<file path="config.mk">
export PLATFORM = sky130hd
export DESIGN_NAME = mem_port_arbiter
export DESIGN_NICKNAME = d
export VERILOG_FILES = /design/src/rtl/mem_port_arbiter.sv
export SDC_FILE = /design/constraint.sdc
export NUM_CORES = 1
export LEC_CHECK = 0
export ABC_AREA = 0
export CAP_MARGIN = 25
export CORE_UTILIZATION = 44
export CTS_CLUSTER_DIAMETER = 150
export DETAILED_ROUTE_END_ITERATION = 8
export PLACE_DENSITY = 0.83
export SLEW_MARGIN = 25
export SYNTH_ARGS = -nofsm -noshare
export SYNTH_HDL_FRONTEND = slang
export SYNTH_SLANG_ARGS = --single-unit
export TNS_END_PERCENT = 10
</file>
<file path="constraint.sdc">
create_clock -name CLK -period 2.3 [get_ports CLK]
set_input_delay 0.345 -clock CLK [delete_from_list [all_inputs] [get_ports CLK]]
set_output_delay 0.345 -clock CLK [all_outputs]
set_load 0.05 [all_outputs]
</file>
<file path="src/rtl/mem_port_arbiter.sv">
// ============================================================================
// Module   : mem_port_arbiter
// Purpose  : Shares one req/ready memory port between IF and DM (DM priority,
//            IF starvation guard). Optional perf counters: ARB_PERF_CNT_EN.
// Revision : 1.0  initial release
// ============================================================================
`default_nettype none

module mem_port_arbiter #(
    parameter int ADDR_W       = 32,
    parameter int DATA_W       = 32,
    parameter int STARVE_LIMIT = 4
) (
    input  logic              CLK,
    input  logic              RST,
    input  logic              if_req,
    input  logic [ADDR_W-1:0] if_addr,
    output logic [DATA_W-1:0] if_rdata,
    output logic              if_ack,
    output logic              if_stall,
    input  logic              dm_req,
    input  logic              dm_we,
    input  logic [ADDR_W-1:0] dm_addr,
    input  logic [DATA_W-1:0] dm_wdata,
    output logic [DATA_W-1:0] dm_rdata,
    output logic              dm_ack,
    output logic              dm_stall,
    output logic              mem_req,
    output logic              mem_we,
    output logic [ADDR_W-1:0] mem_addr,
    output logic [DATA_W-1:0] mem_wdata,
    input  logic [DATA_W-1:0] mem_rdata,
    input  logic              mem_ready,
    output logic [1:0]        owner
`ifdef ARB_PERF_CNT_EN
    ,
    output logic [31:0]       perf_conflicts,
    output logic [31:0]       perf_busy
`endif
);

    localparam int c_CNT_W = (STARVE_LIMIT > 1) ? $clog2(STARVE_LIMIT + 1) : 1;
    localparam logic [c_CNT_W-1:0] c_LIMIT = c_CNT_W'(STARVE_LIMIT);

    // Encoding doubles as the owner code driven on the port.
    typedef enum logic [1:0] {
        IDLE    = 2'b00,
        BUSY_IF = 2'b01,
        BUSY_DM = 2'b10
    } state_t;

    state_t              r_state;
    state_t              w_state_nxt;
    logic                r_mem_req,   w_mem_req_nxt;
    logic                r_mem_we,    w_mem_we_nxt;
    logic [ADDR_W-1:0]   r_mem_addr,  w_mem_addr_nxt;
    logic [DATA_W-1:0]   r_mem_wdata, w_mem_wdata_nxt;
    logic                r_if_ack,    w_if_ack_nxt;
    logic                r_dm_ack,    w_dm_ack_nxt;
    logic [DATA_W-1:0]   r_if_rdata,  w_if_rdata_nxt;
    logic [DATA_W-1:0]   r_dm_rdata,  w_dm_rdata_nxt;
    logic [c_CNT_W-1:0]  r_starve_cnt, w_starve_nxt;

    logic w_if_elig;
    logic w_dm_elig;
    logic w_force_if;
    logic w_grant_if;
    logic w_grant_dm;

    // A requester still high in its own ack cycle is not a new request.
    assign w_if_elig  = if_req & ~r_if_ack;
    assign w_dm_elig  = dm_req & ~r_dm_ack;
    assign w_force_if = (STARVE_LIMIT > 0) && w_if_elig && (r_starve_cnt == c_LIMIT);
    assign w_grant_dm = (r_state == IDLE) && w_dm_elig && !w_force_if;
    assign w_grant_if = (r_state == IDLE) && w_if_elig && !w_grant_dm;

    always_ff @(posedge CLK or negedge RST) begin
        if (!RST) begin
            r_state      <= IDLE;
            r_mem_req    <= 1'b0;
            r_mem_we     <= 1'b0;
            r_mem_addr   <= '0;
            r_mem_wdata  <= '0;
            r_if_ack     <= 1'b0;
            r_dm_ack     <= 1'b0;
            r_if_rdata   <= '0;
            r_dm_rdata   <= '0;
            r_starve_cnt <= '0;
        end else begin
            r_state      <= w_state_nxt;
            r_mem_req    <= w_mem_req_nxt;
            r_mem_we     <= w_mem_we_nxt;
            r_mem_addr   <= w_mem_addr_nxt;
            r_mem_wdata  <= w_mem_wdata_nxt;
            r_if_ack     <= w_if_ack_nxt;
            r_dm_ack     <= w_dm_ack_nxt;
            r_if_rdata   <= w_if_rdata_nxt;
            r_dm_rdata   <= w_dm_rdata_nxt;
            r_starve_cnt <= w_starve_nxt;
        end
    end

    always_comb begin
        w_state_nxt     = r_state;
        w_mem_req_nxt   = r_mem_req;
        w_mem_we_nxt    = r_mem_we;
        w_mem_addr_nxt  = r_mem_addr;
        w_mem_wdata_nxt = r_mem_wdata;
        w_if_ack_nxt    = 1'b0;
        w_dm_ack_nxt    = 1'b0;
        w_if_rdata_nxt  = r_if_rdata;
        w_dm_rdata_nxt  = r_dm_rdata;
        case (r_state)
            IDLE: begin
                if (w_grant_dm) begin
                    w_state_nxt     = BUSY_DM;
                    w_mem_req_nxt   = 1'b1;
                    w_mem_we_nxt    = dm_we;
                    w_mem_addr_nxt  = dm_addr;
                    w_mem_wdata_nxt = dm_wdata;
                end else if (w_grant_if) begin
                    w_state_nxt     = BUSY_IF;
                    w_mem_req_nxt   = 1'b1;
                    w_mem_we_nxt    = 1'b0;
                    w_mem_addr_nxt  = if_addr;
                end
            end
            BUSY_IF: begin
                if (mem_ready) begin
                    w_state_nxt    = IDLE;
                    w_mem_req_nxt  = 1'b0;
                    w_if_rdata_nxt = mem_rdata;
                    w_if_ack_nxt   = 1'b1;
                end
            end
            BUSY_DM: begin
                if (mem_ready) begin
                    w_state_nxt   = IDLE;
                    w_mem_req_nxt = 1'b0;
                    w_dm_ack_nxt  = 1'b1;
                    if (!r_mem_we) begin
                        w_dm_rdata_nxt = mem_rdata;
                    end
                end
            end
            default: begin
                w_state_nxt   = IDLE;
                w_mem_req_nxt = 1'b0;
            end
        endcase
    end

    always_comb begin
        w_starve_nxt = r_starve_cnt;
        if (w_grant_if) begin
            w_starve_nxt = '0;
        end else if (w_grant_dm && w_if_elig && (r_starve_cnt != c_LIMIT)) begin
            w_starve_nxt = r_starve_cnt + 1'b1;
        end
    end

`ifdef ARB_PERF_CNT_EN
    logic [31:0] r_perf_conflicts;
    logic [31:0] r_perf_busy;

    always_ff @(posedge CLK or negedge RST) begin
        if (!RST) begin
            r_perf_conflicts <= '0;
            r_perf_busy      <= '0;
        end else begin
            if ((r_state == IDLE) && w_if_elig && w_dm_elig) begin
                r_perf_conflicts <= r_perf_conflicts + 32'd1;
            end
            if (r_mem_req) begin
                r_perf_busy <= r_perf_busy + 32'd1;
            end
        end
    end

    assign perf_conflicts = r_perf_conflicts;
    assign perf_busy      = r_perf_busy;
`endif

    assign mem_req   = r_mem_req;
    assign mem_we    = r_mem_we;
    assign mem_addr  = r_mem_addr;
    assign mem_wdata = r_mem_wdata;
    assign if_ack    = r_if_ack;
    assign dm_ack    = r_dm_ack;
    assign if_rdata  = r_if_rdata;
    assign dm_rdata  = r_dm_rdata;
    assign if_stall  = if_req & ~r_if_ack;
    assign dm_stall  = dm_req & ~r_dm_ack;
    assign owner     = r_state;

endmodule

`default_nettype wire

</file>
==> flow_summary.json, run 1 <==
{
  "worstMarginPinSlew_ns": 0.640,
  "wl_met1_um": 5710,
  "cts-root-buf": "clkbuf_16",
  "yosysUniqueCellTypes": 29,
  "syn_area_per_cell_um2": 11.2,
  "antennaDiodeCount": 0,
  "maxCapViolations": 0,
  "areaGrowthSynthToFinish_pct": 63.1,
  "critPathBufInv": 1,
  "p_per_area_nw_per_um2": 1790,
  "fin_crit_sh": 0.891,
  "fin_area_um2": 9030,
  "tns_ns": 0,
  "place_area_um2": 8450,
  "fin_skew_ns": 0.00488,
  "drt_iter0_drc": 234,
  "hold_violations": 0,
  "slew_violations": 0,
  "grt_pass1_wl_um": 24900,
  "netlist_top_cells_count": "166 x nand2_1, 137 x dfrtp_1, 63 x mux2_2, 33 x nor2_1, 32 x a31oi_1",
  "numPortBuffers": 269,
  "cts_tree": "yes",
  "hpwl_um": 11400,
  "path_class": "reg2out",
  "cts_buffer_depth": 2,
  "n_fill_cell": 840,
  "min_path_type": "in2reg",
  "synth_top_area_share": 0.619,
  "fin_crit_ns": 2.05,
  "cts_buffers": 17,
  "grt_pass1_vias": 5048,
  "clock_sinks": 137,
  "vias_per_cell": 4.99,
  "postRouteAntennaNets": 0,
  "ys_top_cells_by_area": "dfrtp_1 62%, mux2_2 13%, nand2_1 11%, a31oi_1 3.6%, nor2_1 2.2%",
  "clock_latency_ns": 0.42,
  "crit_cells": 1,
  "rows": 40,
  "end_kind": "primary output",
  "vias": 4732,
  "synth_top_area_cell": "dfrtp_1",
  "max_freq_mhz": 488,
  "wl_per_cell_um": 16.8,
  "cp_max_fo": 5,
  "postSynthCellCount": 496,
  "cts.htree.levels": 4,
  "io_pins": 270,
  "wirelength_um": 15900,
  "antenna_found_initial": 0,
  "synth_edf_count": 0,
  "ir_worst_vdd_mv": 1.04,
  "ys_dominant_reg_cell": "dfrtp_1",
  "synth_nets": 635,
  "rsz0062_at_grt": "no",
  "drc": 0,
  "r2r_cells": 7,
  "p_leak_uw": 0.00400,
  "dr_wl_met2_um": 8150,
  "highest_layer": "met4",
  "cp_slowest_cell": "clkdlybuf4s50_1",
  "fp.dieArea_um2": 13000,
  "grt_max_degree": 69,
  "min_from": "dm_wdata[28]",
  "grt-ovfl-total": 0,
  "regToRegStartpoint": "r_starve_cnt[0]$_DFFE_PN0P_",
  "start_util": 0.455,
  "die_y_um": 114,
  "yosys_warnings": 0,
  "netlist_area_um2": 5540,
  "nets": 908,
  "ys_seq_area_frac": 0.619,
  "min_path_cells": 3,
  "arrival_ns": 1.70,
  "crit_required_ns": 1.96,
  "cpLargestDelayFamily": "buffers and inverters",
  "multi_input_area_um2": 1910,
  "slew_headroom": 0.573,
  "regArea_um2": 3430,
  "hold_end": "mem_wdata[28]$_DFFE_PN0P_",
  "status": "finished clean",
  "core_um2": 12200,
  "drive_gt1_frac": 0.144,
  "yosysMostFrequentCell": "nand2_1",
  "synth-seq-cells": 137,
  "die_w_um": 114,
  "rrSetupSlack_ns": 0.45,
  "setup_viol": 0,
  "path_clk_slew_ns": 0.05,
  "crit_chain": "clkdlybuf4s50_1",
  "routabilityCongestion": 0.762,
  "grt_usage": 0.257,
  "firstDrtPassIters": 5,
  "critPathMaxStageDelay_ns": 0.86,
  "start_kind": "register",
  "wl_met3_um": 1450,
  "synthArstFlopShare": 1.00,
  "r2r_end": "mem_addr[14]$_DFFE_PN0P_"
}
==> metrics by stage <==
stage	hold slack (ns)	total power, µW	cells	utilization	setup WS [ns]
6_report	0.454	16200	948	0.742	0.250
5_1_grt	0.452	16900	948	0.742	0.202
4_1_cts	0.433	16300	948	0.742	0.219
3_5_place_dp	0.400	13600	917	0.695	0.222
3_3_place_gp	0.389	13400	917	0.695	0.315
2_1_floorplan	0.0494	10300	496	-	0.364
==> logic make-up (layout without fill, tap and decap cells) <==
logic type,Yosys count,after routing,synth area share
buf+inv,35,319,0.0382
compound gates,44,44,0.0508
fa+ha+maj,5,5,0.0113
flops,137,137,0.619
simple gates,211,211,0.150
mux,64,64,0.130
==> report_power, final <==
group,internal (µW),switching (µW),total [µW]
combinational,3240,6110,9350
clock,1610,976,2590
sequential,3610,644,4260
==> metal layers <==
layer / global-route usage / vias to the layer above
met5: 0 / -
met4: 0.137 / 0
met3: 0.105 / 43
met2: 0.453 / 219
met1: 0.258 / 2289
li1: - / 2181
==> state kept, by name (all words and copies together) (netlist names) <==
register and cells:
dm_rdata 32, owner 2, dm_ack 1, mem_wdata 32
if_ack 1, if_rdata 32, mem_addr 32, mem_we 1
mem_req 1, r_starve_cnt 3
==> cells in the final DEF (no fill, tap or decap), types with 6 or more instances in the layout <==
cell / synthesis / final
buf_4: 4 / 6
nand2_1: 166 / 166
inv_1: 6 / 6
clkbuf_16: 0 / 17
a31oi_1: 32 / 32
buf_12: 0 / 8
dfrtp_1: 137 / 137
mux2_2: 63 / 63
nor2_1: 33 / 33
clkdlybuf4s50_1: 0 / 266
==> timing repair <==
| action | 4_1_cts | 5_1_grt |
|---|---|---|
| resized for setup | 0 | 0 |
| hold endpoints to repair | 65 | 0 |
| hold buffers | 1 | 0 |
| setup endpoints to repair | 0 | 0 |
| buffers inserted | 0 | 0 |
==> how the worst max path moves through the flow <==
stage / from / endpoint
finish: owner[0]$_DFFE_PN0P_ / owner[0]
global route: owner[0]$_DFFE_PN0P_ / owner[0]
CTS: owner[0]$_DFFE_PN0P_ / owner[0]
detailed placement: dm_req / mem_addr[7]$_DFFE_PN0P_
global placement: dm_req / mem_addr[8]$_DFFE_PN0P_
floorplan: owner[0]$_DFFE_PN0P_ / dm_rdata[10]$_DFFE_PN0P_
==> final cells by class <==
class	count	area share
inverter	7	0.00305
tap	168	0.0233
timing repair buffer	282	0.320
multi-input combinational	324	0.211
sequential	137	0.380
clock buffer	23	0.0551
clock inverter	7	0.00748
(Power assumes the default switching activity.)
==> run 2, diff against run 1 <==
GPL_TIMING_DRIVEN = 0   (was not set)
==> run 2 against run 1 <==
  * Sequential power about the same
  * Combinational power increased by 0.5%
  * Maximum frequency decreased by 7.9%
  * Clock skew about the same
  * Setup slack got worse by 0.18 ns
  * Total power increased by 3.1%
  * Critical endpoint is now dm_stall
  * Design area increased by 1.2%
==> flow_summary.json, run 2 (synthesized netlist as in run 1, its figures left out) <==
{
  "vias": 4796,
  "grt_max_degree": 77,
  "max_freq_mhz": 449,
  "path_clk_slew_ns": 0.06,
  "cts-root-buf": "clkbuf_16",
  "start_kind": "register",
  "start_util": 0.455,
  "slew_violations": 0,
  "total_power_uw": 16700,
  "rrSetupSlack_ns": 0.49,
  "status": "finished clean",
  "worstMarginPinSlew_ns": 0.553,
  "pwr-share-seq": 0.256,
  "grt-ovfl-total": 0,
  "grt_pass1_wl_um": 25500,
  "dp_slack_ns": 0.0125,
  "cts_buffer_depth": 2,
  "arrival_ns": 1.88,
  "p_leak_uw": 0.00408,
  "drt_iter0_drc": 240,
  "clock_latency_ns": 0.41,
  "comb_power_share": 0.563,
  "p_sw_frac": 0.471,
  "fin_crit_sh": 0.968,
  "core_um2": 12200,
  "min_path_type": "in2async",
  "mostFrequentLayoutCells": "267 x clkdlybuf4s50_1, 166 x nand2_1, 137 x dfrtp_1",
  "io_pins": 270,
  "end_kind": "primary output",
  "die_w_um": 114,
  "cts_buffers": 17,
  "cts_tree": "yes",
  "ir_worst_vdd_mv": 1.30,
  "cts.htree.levels": 4,
  "hold_violations": 0,
  "place_area_um2": 8470,
  "grt_usage": 0.256,
  "hpwl_um": 11700,
  "r2r_cells": 7,
  "hold-worst-slack_ns": 0.453,
  "fin_crit_ns": 2.23,
  "power.clock.fraction": 0.181,
  "p_int_uw": 8820,
  "critPathLaunch": "dm_ack$_DFF_PN0_",
  "numPortBuffers": 269,
  "p_sw_uw": 7870,
  "fin_area_um2": 9140,
  "slew_headroom": 0.630,
  "r2r_end": "mem_wdata[10]$_DFFE_PN0P_",
  "worst_slack_ns": 0.0740,
  "wl_per_cell_um": 16.7,
  "antenna_found_initial": 0,
  "cp_max_fo": 5,
  "maxCapViolations": 0,
  "areaGrowthSynthToFinish_pct": 65.1,
  "drc": 0,
  "setup_viol": 0,
  "firstDrtPassIters": 4,
  "postCtsSetupBuffers": 0,
  "fin_util": 0.751,
  "fp.dieArea_um2": 13000,
  "grt_pass1_vias": 5117,
  "path_class": "reg2out",
  "vias_per_cell": 4.96,
  "regToRegStartpoint": "owner[0]$_DFFE_PN0P_",
  "fin_skew_ns": 0.00535,
  "postRouteAntennaNets": 0,
  "rows": 40,
  "nets": 925,
  "drive_gt1_frac": 0.156,
  "die_y_um": 114,
  "antennaDiodeCount": 0,
  "p_per_area_nw_per_um2": 1830,
  "crit_required_ns": 1.96,
  "routabilityCongestion": 0.778,
  "clock_sinks": 137,
  "wirelength_um": 16200,
  "rsz0062_at_grt": "no",
  "final_common_cell": "clkdlybuf4s50_1"
}
run 2: changes by cell type in the layout (fill, tap and decap cells not counted), sizes merged:
cell / delta
clkbuf: -3
bufinv: +4
clkinv: +1
inv: +3
dlygate4sd2: +1
buf: +13
clkdlybuf4s50: +1
clkinvlp: -1
run 2: cell type report:
cell class | instances | area [µm²]
plain buffers | 28 | 184
clock buffers | 18 | 439
clock inverters | 14 | 219
fillers | 793 | 3020
inverters | 7 | 27.5
multi-input cells | 324 | 1900
flip-flops and latches | 137 | 3430
well taps | 168 | 210
repair buffers | 271 | 2730
run 2: repair_timing:
| action | 4_1_cts | 5_1_grt |
|---|---|---|
| setup endpoints to repair | 1 | 0 |
| resized for setup | 1 | 0 |
| endpoints found under the hold margin | 61 | 0 |
| hold buffers | 1 | 0 |
run 2: worst max-delay path by stage:
| stage | end | slack (ns) |
|---|---|---|
| floorplan | dm_rdata[10]$_DFFE_PN0P_ | 0.36 |
| global placement | mem_wdata[8]$_DFFE_PN0P_ | -4.31 |
| detailed placement | if_stall | 0.01 |
| CTS | dm_stall | 0.07 |
| global route | dm_stall | 0.03 |
| finish | dm_stall | 0.07 |
run 2: through the flow:
stage | TNS [ns] | std cells
floorplan | 0 | 496
global placement | -589.49 | 933
detailed placement | 0 | 934
CTS | 0 | 967
global route | 0 | 967
finish | 0 | 967
run 2: critical path: stages (launching register included):
cell	delay [ns]
dfrtp_1	0.38
nand2b_4	0.17
clkinv_2	0.08
clkdlybuf4s50_1	0.84
run 2: metal layers:
| metal | vias up | routed length (µm) | track usage | part of all wire |
|---|---|---|---|---|
| li1 | 2229 | - | - | - |
| met2 | 206 | 8370 | 0.450 | 0.52 |
| met3 | 36 | 1450 | 0.0963 | 0.090 |
| met5 | - | 0 | 0 | 0 |
| met4 | 0 | 450 | 0.121 | 0.028 |
| met1 | 2325 | 5910 | 0.272 | 0.37 |
run 2: power groups by stage:
stage / sequential [µW] / combinational (µW) / clock, µW
2_1_floorplan: 8320 / 1990 / 0
3_3_place_gp: 4210 / 9230 / 0
3_5_place_dp: 4300 / 9390 / 0
4_1_cts: 4270 / 9450 / 3060
5_1_grt: 4400 / 9870 / 3150
6_report: 4280 / 9400 / 3020
